File: config.mk
export PLATFORM = sky130hd
export DESIGN_NAME = wb_master_flat
export DESIGN_NICKNAME = d
export VERILOG_FILES = /design/src/rtl/wb_pkg.sv /design/src/rtl/wb_master_if.sv /design/src/rtl/wb_master_timer.sv /design/src/rtl/wb_master.sv /design/src/flat_wrapper.sv
export SDC_FILE = /design/constraint.sdc
export NUM_CORES = 1
export LEC_CHECK = 0
export CAP_MARGIN = 0
export CORE_ASPECT_RATIO = 0.75
export CORE_MARGIN = 4
export CORE_UTILIZATION = 41
export CTS_CLUSTER_DIAMETER = 100
export DETAILED_ROUTE_END_ITERATION = 12
export PLACE_DENSITY = 0.8
export SYNTH_ARGS = -nofsm -noshare
export SYNTH_HDL_FRONTEND = slang
export SYNTH_SLANG_ARGS = --single-unit
File: constraint.sdc
create_clock -name clk_i -period 2.28 [get_ports clk_i]
set_input_delay 0.228 -clock clk_i [delete_from_list [all_inputs] [get_ports clk_i]]
set_output_delay 0.228 -clock clk_i [all_outputs]
set_load 0.1 [all_outputs]
File: src/rtl/wb_pkg.sv
// Shared types and default widths for the Wishbone classic initiator (wb_master)
// and the modules around it.
package wb_pkg;

   localparam int WB_ADDR_WIDTH = 32;
   localparam int WB_DATA_WIDTH = 32;

   typedef enum logic [1:0] {
      IDLE  = 2'd0,
      BUS   = 2'd1,
      DRAIN = 2'd2
   } state_t;

   typedef struct packed {
      logic [WB_DATA_WIDTH-1:0] data;
      logic                     err;
   } wb_rsp_t;

endpackage : wb_pkg

File: src/rtl/wb_master_if.sv
// Client request/response handshake plus Wishbone classic bus signals of wb_master.
// The master modport is the initiator's view; slave is the client and peripheral side.
interface wb_master_if
   import wb_pkg::*;
#(
   parameter int ADDR_WIDTH = WB_ADDR_WIDTH,
   parameter int DATA_WIDTH = WB_DATA_WIDTH
);
   logic                    req_valid_i;
   logic                    req_ready_o;
   logic                    req_we_i;
   logic [ADDR_WIDTH-1:0]   req_addr_i;
   logic [DATA_WIDTH-1:0]   req_data_i;
   logic [DATA_WIDTH/8-1:0] req_sel_i;

   logic                    rsp_valid_o;
   logic [DATA_WIDTH-1:0]   rsp_data_o;
   logic                    rsp_err_o;

   logic                    CYC_O;
   logic                    STB_O;
   logic                    WE_O;
   logic [ADDR_WIDTH-1:0]   ADR_O;
   logic [DATA_WIDTH-1:0]   DAT_O;
   logic [DATA_WIDTH/8-1:0] SEL_O;
   logic [DATA_WIDTH-1:0]   DAT_I;
   logic                    ACK_I;

   modport master (
      input  req_valid_i, req_we_i, req_addr_i, req_data_i, req_sel_i,
      output req_ready_o, rsp_valid_o, rsp_data_o, rsp_err_o,
      output CYC_O, STB_O, WE_O, ADR_O, DAT_O, SEL_O,
      input  DAT_I, ACK_I
   );

   modport slave (
      output req_valid_i, req_we_i, req_addr_i, req_data_i, req_sel_i,
      input  req_ready_o, rsp_valid_o, rsp_data_o, rsp_err_o,
      input  CYC_O, STB_O, WE_O, ADR_O, DAT_O, SEL_O,
      output DAT_I, ACK_I
   );

endinterface : wb_master_if

File: src/rtl/wb_master_timer.sv
// BUS-state watchdog for wb_master: counts enabled cycles since the last clear and
// flags expiry once TIMEOUT_CYCLES-1 cycles have elapsed.
module wb_master_timer #(
   parameter int TIMEOUT_CYCLES = 256
) (
   input  logic clk_i,
   input  logic rst_ni,
   input  logic clear_i,
   input  logic en_i,
   output logic expired_o
);
   localparam int CW = $clog2(TIMEOUT_CYCLES);

   logic [CW-1:0] cnt_q;
   logic [CW-1:0] cnt_d;

   always_comb begin
      cnt_d = cnt_q;
      if (clear_i) begin
         cnt_d = '0;
      end else if (en_i) begin
         cnt_d = cnt_q + CW'(1);
      end
   end

   always_ff @(posedge clk_i or negedge rst_ni) begin
      if (!rst_ni) begin
         cnt_q <= '0;
      end else begin
         cnt_q <= cnt_d;
      end
   end

   assign expired_o = (cnt_q == CW'(TIMEOUT_CYCLES - 1));

endmodule : wb_master_timer

File: src/rtl/wb_master.sv
// Wishbone classic single-transfer initiator: one client request becomes one CYC/STB cycle.
// Define WB_MASTER_TIMEOUT_EN to abort BUS cycles that see no ACK within TIMEOUT_CYCLES.
module wb_master
   import wb_pkg::*;
#(
   parameter int ADDR_WIDTH     = WB_ADDR_WIDTH,
   parameter int DATA_WIDTH     = WB_DATA_WIDTH,
   parameter int TIMEOUT_CYCLES = 256
) (
   input  logic           clk_i,
   input  logic           rst_ni,
   wb_master_if.master    wb
);
   localparam int SEL_WIDTH = DATA_WIDTH / 8;

   if ((DATA_WIDTH % 8) != 0 || TIMEOUT_CYCLES < 2) begin : g_param_check
      $error("wb_master: DATA_WIDTH must be a multiple of 8 and TIMEOUT_CYCLES at least 2");
   end

   state_t                 state_q, state_d;
   logic                   ready_q, ready_d;
   logic                   cyc_q, cyc_d;
   logic                   we_q, we_d;
   logic [ADDR_WIDTH-1:0]  adr_q, adr_d;
   logic [DATA_WIDTH-1:0]  dat_q, dat_d;
   logic [SEL_WIDTH-1:0]   sel_q, sel_d;
   logic                   rsp_valid_q, rsp_valid_d;
   logic [DATA_WIDTH-1:0]  rsp_data_q, rsp_data_d;

`ifdef WB_MASTER_TIMEOUT_EN
   logic rsp_err_q, rsp_err_d;
   logic tmr_clear;
   logic tmr_en;
   logic tmr_expired;

   // Counter advances only on BUS cycles that saw no ACK.
   assign tmr_en = (state_q == BUS) && !wb.ACK_I;

   wb_master_timer #(
      .TIMEOUT_CYCLES (TIMEOUT_CYCLES)
   ) u_timer (
      .clk_i     (clk_i),
      .rst_ni    (rst_ni),
      .clear_i   (tmr_clear),
      .en_i      (tmr_en),
      .expired_o (tmr_expired)
   );
`endif

   always_comb begin
      state_d     = state_q;
      ready_d     = ready_q;
      cyc_d       = cyc_q;
      we_d        = we_q;
      adr_d       = adr_q;
      dat_d       = dat_q;
      sel_d       = sel_q;
      rsp_valid_d = 1'b0;
      rsp_data_d  = rsp_data_q;
`ifdef WB_MASTER_TIMEOUT_EN
      rsp_err_d   = rsp_err_q;
      tmr_clear   = 1'b0;
`endif

      case (state_q)
         IDLE: begin
            ready_d = 1'b1;
            if (wb.req_valid_i && ready_q) begin
               ready_d = 1'b0;
               cyc_d   = 1'b1;
               we_d    = wb.req_we_i;
               adr_d   = wb.req_addr_i;
               dat_d   = wb.req_data_i;
               sel_d   = wb.req_sel_i;
               state_d = BUS;
`ifdef WB_MASTER_TIMEOUT_EN
               tmr_clear = 1'b1;
`endif
            end
         end

         BUS: begin
            ready_d = 1'b0;
            // ACK takes priority over a timeout expiring in the same cycle.
            if (wb.ACK_I) begin
               cyc_d       = 1'b0;
               rsp_valid_d = 1'b1;
               rsp_data_d  = we_q ? '0 : wb.DAT_I;
               state_d     = DRAIN;
`ifdef WB_MASTER_TIMEOUT_EN
               rsp_err_d   = 1'b0;
            end else if (tmr_expired) begin
               cyc_d       = 1'b0;
               rsp_valid_d = 1'b1;
               rsp_data_d  = '0;
               rsp_err_d   = 1'b1;
               state_d     = DRAIN;
`endif
            end
         end

         DRAIN: begin
            // A slave may hold ACK after STB drops; wait it out before accepting again.
            ready_d = 1'b0;
            if (!wb.ACK_I) begin
               ready_d = 1'b1;
               state_d = IDLE;
            end
         end

         default: begin
            ready_d = 1'b0;
            cyc_d   = 1'b0;
            we_d    = 1'b0;
            adr_d   = '0;
            dat_d   = '0;
            sel_d   = '0;
            state_d = IDLE;
         end
      endcase
   end

   always_ff @(posedge clk_i or negedge rst_ni) begin
      if (!rst_ni) begin
         state_q     <= IDLE;
         ready_q     <= 1'b0;
         cyc_q       <= 1'b0;
         we_q        <= 1'b0;
         adr_q       <= '0;
         dat_q       <= '0;
         sel_q       <= '0;
         rsp_valid_q <= 1'b0;
         rsp_data_q  <= '0;
      end else begin
         state_q     <= state_d;
         ready_q     <= ready_d;
         cyc_q       <= cyc_d;
         we_q        <= we_d;
         adr_q       <= adr_d;
         dat_q       <= dat_d;
         sel_q       <= sel_d;
         rsp_valid_q <= rsp_valid_d;
         rsp_data_q  <= rsp_data_d;
      end
   end

`ifdef WB_MASTER_TIMEOUT_EN
   always_ff @(posedge clk_i or negedge rst_ni) begin
      if (!rst_ni) begin
         rsp_err_q <= 1'b0;
      end else begin
         rsp_err_q <= rsp_err_d;
      end
   end

   assign wb.rsp_err_o = rsp_err_q;
`else
   assign wb.rsp_err_o = 1'b0;
`endif

   assign wb.req_ready_o = ready_q;
   assign wb.rsp_valid_o = rsp_valid_q;
   assign wb.rsp_data_o  = rsp_data_q;
   assign wb.CYC_O       = cyc_q;
   assign wb.STB_O       = cyc_q;
   assign wb.WE_O        = we_q;
   assign wb.ADR_O       = adr_q;
   assign wb.DAT_O       = dat_q;
   assign wb.SEL_O       = sel_q;

endmodule : wb_master

File: src/flat_wrapper.sv
// flat-port wrapper written by rule: the top's interface ports become plain ports
module wb_master_flat import wb_pkg::*;
#(
   parameter int ADDR_WIDTH     = WB_ADDR_WIDTH,
   parameter int DATA_WIDTH     = WB_DATA_WIDTH,
   parameter int TIMEOUT_CYCLES = 256
)
  (clk_i, rst_ni, wb_req_valid_i, wb_req_we_i, wb_req_addr_i, wb_req_data_i, wb_req_sel_i, wb_req_ready_o, wb_rsp_valid_o, wb_rsp_data_o, wb_rsp_err_o, wb_CYC_O, wb_STB_O, wb_WE_O, wb_ADR_O, wb_DAT_O, wb_SEL_O, wb_DAT_I, wb_ACK_I);
  wb_master_if #(.ADDR_WIDTH(ADDR_WIDTH), .DATA_WIDTH(DATA_WIDTH)) wb_i ();
  input  logic clk_i;
  input  logic rst_ni;
  input wire logic [$bits(wb_i.req_valid_i)-1:0] wb_req_valid_i;
  input wire logic [$bits(wb_i.req_we_i)-1:0] wb_req_we_i;
  input wire logic [$bits(wb_i.req_addr_i)-1:0] wb_req_addr_i;
  input wire logic [$bits(wb_i.req_data_i)-1:0] wb_req_data_i;
  input wire logic [$bits(wb_i.req_sel_i)-1:0] wb_req_sel_i;
  output wire logic [$bits(wb_i.req_ready_o)-1:0] wb_req_ready_o;
  output wire logic [$bits(wb_i.rsp_valid_o)-1:0] wb_rsp_valid_o;
  output wire logic [$bits(wb_i.rsp_data_o)-1:0] wb_rsp_data_o;
  output wire logic [$bits(wb_i.rsp_err_o)-1:0] wb_rsp_err_o;
  output wire logic [$bits(wb_i.CYC_O)-1:0] wb_CYC_O;
  output wire logic [$bits(wb_i.STB_O)-1:0] wb_STB_O;
  output wire logic [$bits(wb_i.WE_O)-1:0] wb_WE_O;
  output wire logic [$bits(wb_i.ADR_O)-1:0] wb_ADR_O;
  output wire logic [$bits(wb_i.DAT_O)-1:0] wb_DAT_O;
  output wire logic [$bits(wb_i.SEL_O)-1:0] wb_SEL_O;
  input wire logic [$bits(wb_i.DAT_I)-1:0] wb_DAT_I;
  input wire logic [$bits(wb_i.ACK_I)-1:0] wb_ACK_I;
  assign wb_i.req_valid_i = wb_req_valid_i;
  assign wb_i.req_we_i = wb_req_we_i;
  assign wb_i.req_addr_i = wb_req_addr_i;
  assign wb_i.req_data_i = wb_req_data_i;
  assign wb_i.req_sel_i = wb_req_sel_i;
  assign wb_req_ready_o = wb_i.req_ready_o;
  assign wb_rsp_valid_o = wb_i.rsp_valid_o;
  assign wb_rsp_data_o = wb_i.rsp_data_o;
  assign wb_rsp_err_o = wb_i.rsp_err_o;
  assign wb_CYC_O = wb_i.CYC_O;
  assign wb_STB_O = wb_i.STB_O;
  assign wb_WE_O = wb_i.WE_O;
  assign wb_ADR_O = wb_i.ADR_O;
  assign wb_DAT_O = wb_i.DAT_O;
  assign wb_SEL_O = wb_i.SEL_O;
  assign wb_i.DAT_I = wb_DAT_I;
  assign wb_i.ACK_I = wb_ACK_I;
  wb_master #(.ADDR_WIDTH(ADDR_WIDTH), .DATA_WIDTH(DATA_WIDTH), .TIMEOUT_CYCLES(TIMEOUT_CYCLES)) u_core (.clk_i(clk_i), .rst_ni(rst_ni), .wb(wb_i));
endmodule
==> results by group <==
Outcome
  • Outcome: completed

Cells and area
  • ANT cells: 0
  • Core Util, Final: 63.88%
  • Fillers: 850
  • Final net count: 772
  • Area Overhead vs Synth: 49.84%
  • Multi-input logic area: 1595 um^2
  • Sequential Area: 2653 um^2
  • Fraction of layout instances using a drive strength above 1: 19.76%

Critical path
  • Cells on worst reg2reg path: 5
  • Critical path type: reg2reg
  • Worst R2R Start: u_core.state_q[0]
  • CP required: 2.45 ns
  • R2r endpoint: u_core.wb.DAT_O[6]
  • Largest stage delay, worst path: 0.54 ns
  • Critical-path top delay cell: or2_4
  • Crit Path Max Fanout: 69
  • Crit. Startpoint: u_core.state_q[0]
  • CP Launch Type: flop
  • R2R setup slack: 0.43 ns
  • WP data arrival: 2.03 ns
  • CP Cell Sequence: inv_1 -> ha_2 -> a21boi_4 -> or2_4 -> o21ai_0
  • Worst setup EP type: flop

Min path
  • Hold Path End: u_core.wb.DAT_O[0]
  • Hold Path Stages: 3
  • Hold Path Origin: wb_req_data_i[0]
  • Worst Hold Class: in2reg

Placed design
  • Port bufs: 209
  • Post-Place Setup Slack: 0.05372 ns
  • HPWL after DPL: 9104 um
  • Gpl congestion: 0.8168

Logic synthesis
  • FF+latch count, synth: 106
  • EDFF count, synth: 0
  • Synth area leaders: dfrtp_1 60%, o21ai_0 18%, nand2_1 8.8%, nand2b_1 4.5%, clkbuf_1 3.0%
  • Synth top area share: 59.77%
  • Warnings, synthesis: 0
  • Synth async-reset ratio: 100.0%
  • Sequential element share of the synthesized area: 59.77%
  • Count leader, synth: o21ai_0
  • Net Count, Synth: 586
  • Area leader, netlist: dfrtp_1
  • Avg Synthesized Cell Area: 9.304 um^2
  • Primary FF master, synth: dfrtp_1
  • Commonest cells in the netlist: 161 x o21ai_0, 106 x dfrtp_1, 104 x nand2_1, 36 x clkbuf_1, 32 x nand2b_1
  • Synth cell types: 22
  • Mapped Cells: 477
  • Mapped Area: 4438 um^2

CTS
  • CTS Sinks: 106
  • Post-CTS setup buffers: 0
  • TritonCTS buffer count: 9
  • Later-pin clock latency in the skew report: 0.34 ns
  • CTS tree: yes
  • Reg clk slew, reported paths: 0.07 ns
  • Root Buffer: clkbuf_16
  • Clock Tree Buf Depth: 2
  • H-tree depth: 3

Floorplan
  • # rows: 32
  • DIE HEIGHT: 98.10 um
  • Die width: 128.1 um
  • # IOs: 211
  • Initial Util: 42.63%
  • Die area: 12570 um^2
  • Placeable Area: 10410 um^2

Detailed routing
  • 1st-iter DRT viols: 155
  • Final ANT Viol Nets: 0
  • WL/cell: 15.90 um
  • Via count: 4119
  • # DRC: 0
  • Post-Route WL: 12790 um
  • Vias per cell: 5.123
  • First drt pass iteration count: 5

Timing
  • Crit path time final: 1.853 ns
  • Setup ws final: 0.4268 ns
  • Unrepaired setup endpoints after global routing: false
  • Fin Setup TNS: 0 ns
  • Slew Viols, Final: 0
  • Final setup viols: 0
  • Skew final: 0.01098 ns
  • Relative slew slack: 52.00%
  • Peak Freq: 539.6 MHz
  • Slew @ Worst Pin: 0.7200 ns
  • Period utilisation layout: 81.28%
  • Final hold violations: 0

Global route
  • Largest net degree at the start of global routing: 74
  • First-pass GRT wire length: 20290 um
  • Tot GR Track Use: 19.84%
  • Initial antenna violation count: 0
  • Vias in the first global route: 4110
  • Total congestion overflow: 0

Run
  • Max-cap violations: 0
[per-layer routing]
| layer | vias to the layer above | GRT usage (%) | share of wire (%) |
|---|---|---|---|
| met5 | - | 0 | 0 |
| li1 | 1948 | - | - |
| met4 | 0 | 4.894 | 1.0 |
| met3 | 14 | 6.452 | 9.0 |
| met2 | 183 | 32.38 | 48 |
| met1 | 1974 | 25.74 | 42 |
[state kept, by name (all words and copies together) (netlist names)]
name,cells
u_core.wb.ADR_O,32
u_core.wb.DAT_O,32
u_core.wb.rsp_data_o,32
u_core.wb.SEL_O,4
u_core.state_q,2
u_core.wb.CYC_O,1
u_core.wb.WE_O,1
u_core.wb.req_ready_o,1
u_core.wb.rsp_valid_o,1
[what timing repair did]
item,4_1_cts,5_1_grt
resized for setup,0,1
hold buffers,1,0
endpoints found under the hold margin,52,0
endpoints found under the setup margin,0,61
[critical path: cells and delay by family, from the launching register on]
kind	cells	cell delay, ns
AO/OA/AOI/OAI	2	0.39
adder cells (fa/ha/maj)	1	0.21
AND/OR/NAND/NOR	1	0.54
buffers and inverters	1	0.13
flip-flops	1	0.38
[kinds of logic (layout without fill, tap and decap cells)]
| kind of cell | count (synthesis) | count (layout) | synth area share, % |
|---|---|---|---|
| AOI/OAI and AO/OA | 175 | 175 | 19.96 |
| adders and majority gates | 4 | 4 | 1.128 |
| buffers and inverters | 47 | 238 | 4.708 |
| DFF | 106 | 106 | 59.77 |
| other | 1 | 1 | 0.08450 |
| and+or+nand+nor | 144 | 144 | 14.35 |
[layout make-up]
class                      count  share of cell area [%]
timing repair buffer         218                   28.71
clock inverter                 3                  0.7150
sequential                   106                   39.89
inverter                       4                  0.2258
clock buffer                  13                   3.913
tap                          136                   2.559
multi-input combinational    324                   23.99
[metrics by stage]
| step | hold slack (ns) | instances | cell area [um^2] |
|---|---|---|---|
| floorplan | -0.06759 | 477 | 4438 |
| global placement | 0.3192 | 787 | 6330 |
| detailed placement | 0.3205 | 787 | 6330 |
| CTS | 0.4326 | 804 | 6648 |
| global route | 0.4421 | 804 | 6650 |
| finish | 0.4414 | 804 | 6650 |
[layout by cell type, fill, tap and decap left out, drive strengths merged, types with 4 or more instances in the layout]
cell	synthesis	final
o21ai	171	171
buf	7	114
dfrtp	106	106
nand2	104	104
clkdlybuf4s50	0	103
nand2b	32	32
clkbuf	36	13
inv	4	4
ha	4	4
[how the worst max path moves through the flow]
stage / end / slack, ns / cells past startpoint
5_1_grt: u_core.wb.DAT_O[11] / 0.26 / 5
4_1_cts: u_core.wb.DAT_O[6] / 0.08 / 5
3_3_place_gp: u_core.wb.DAT_O[7] / 0.19 / 4
6_report: u_core.wb.DAT_O[6] / 0.43 / 5
3_5_place_dp: u_core.wb.ADR_O[31] / 0.05 / 4
2_1_floorplan: u_core.wb.ADR_O[27] / 0.42 / 6
Power is not shown: default switching activity piles up to over one toggle a cycle in this logic, so the estimate is an artifact.
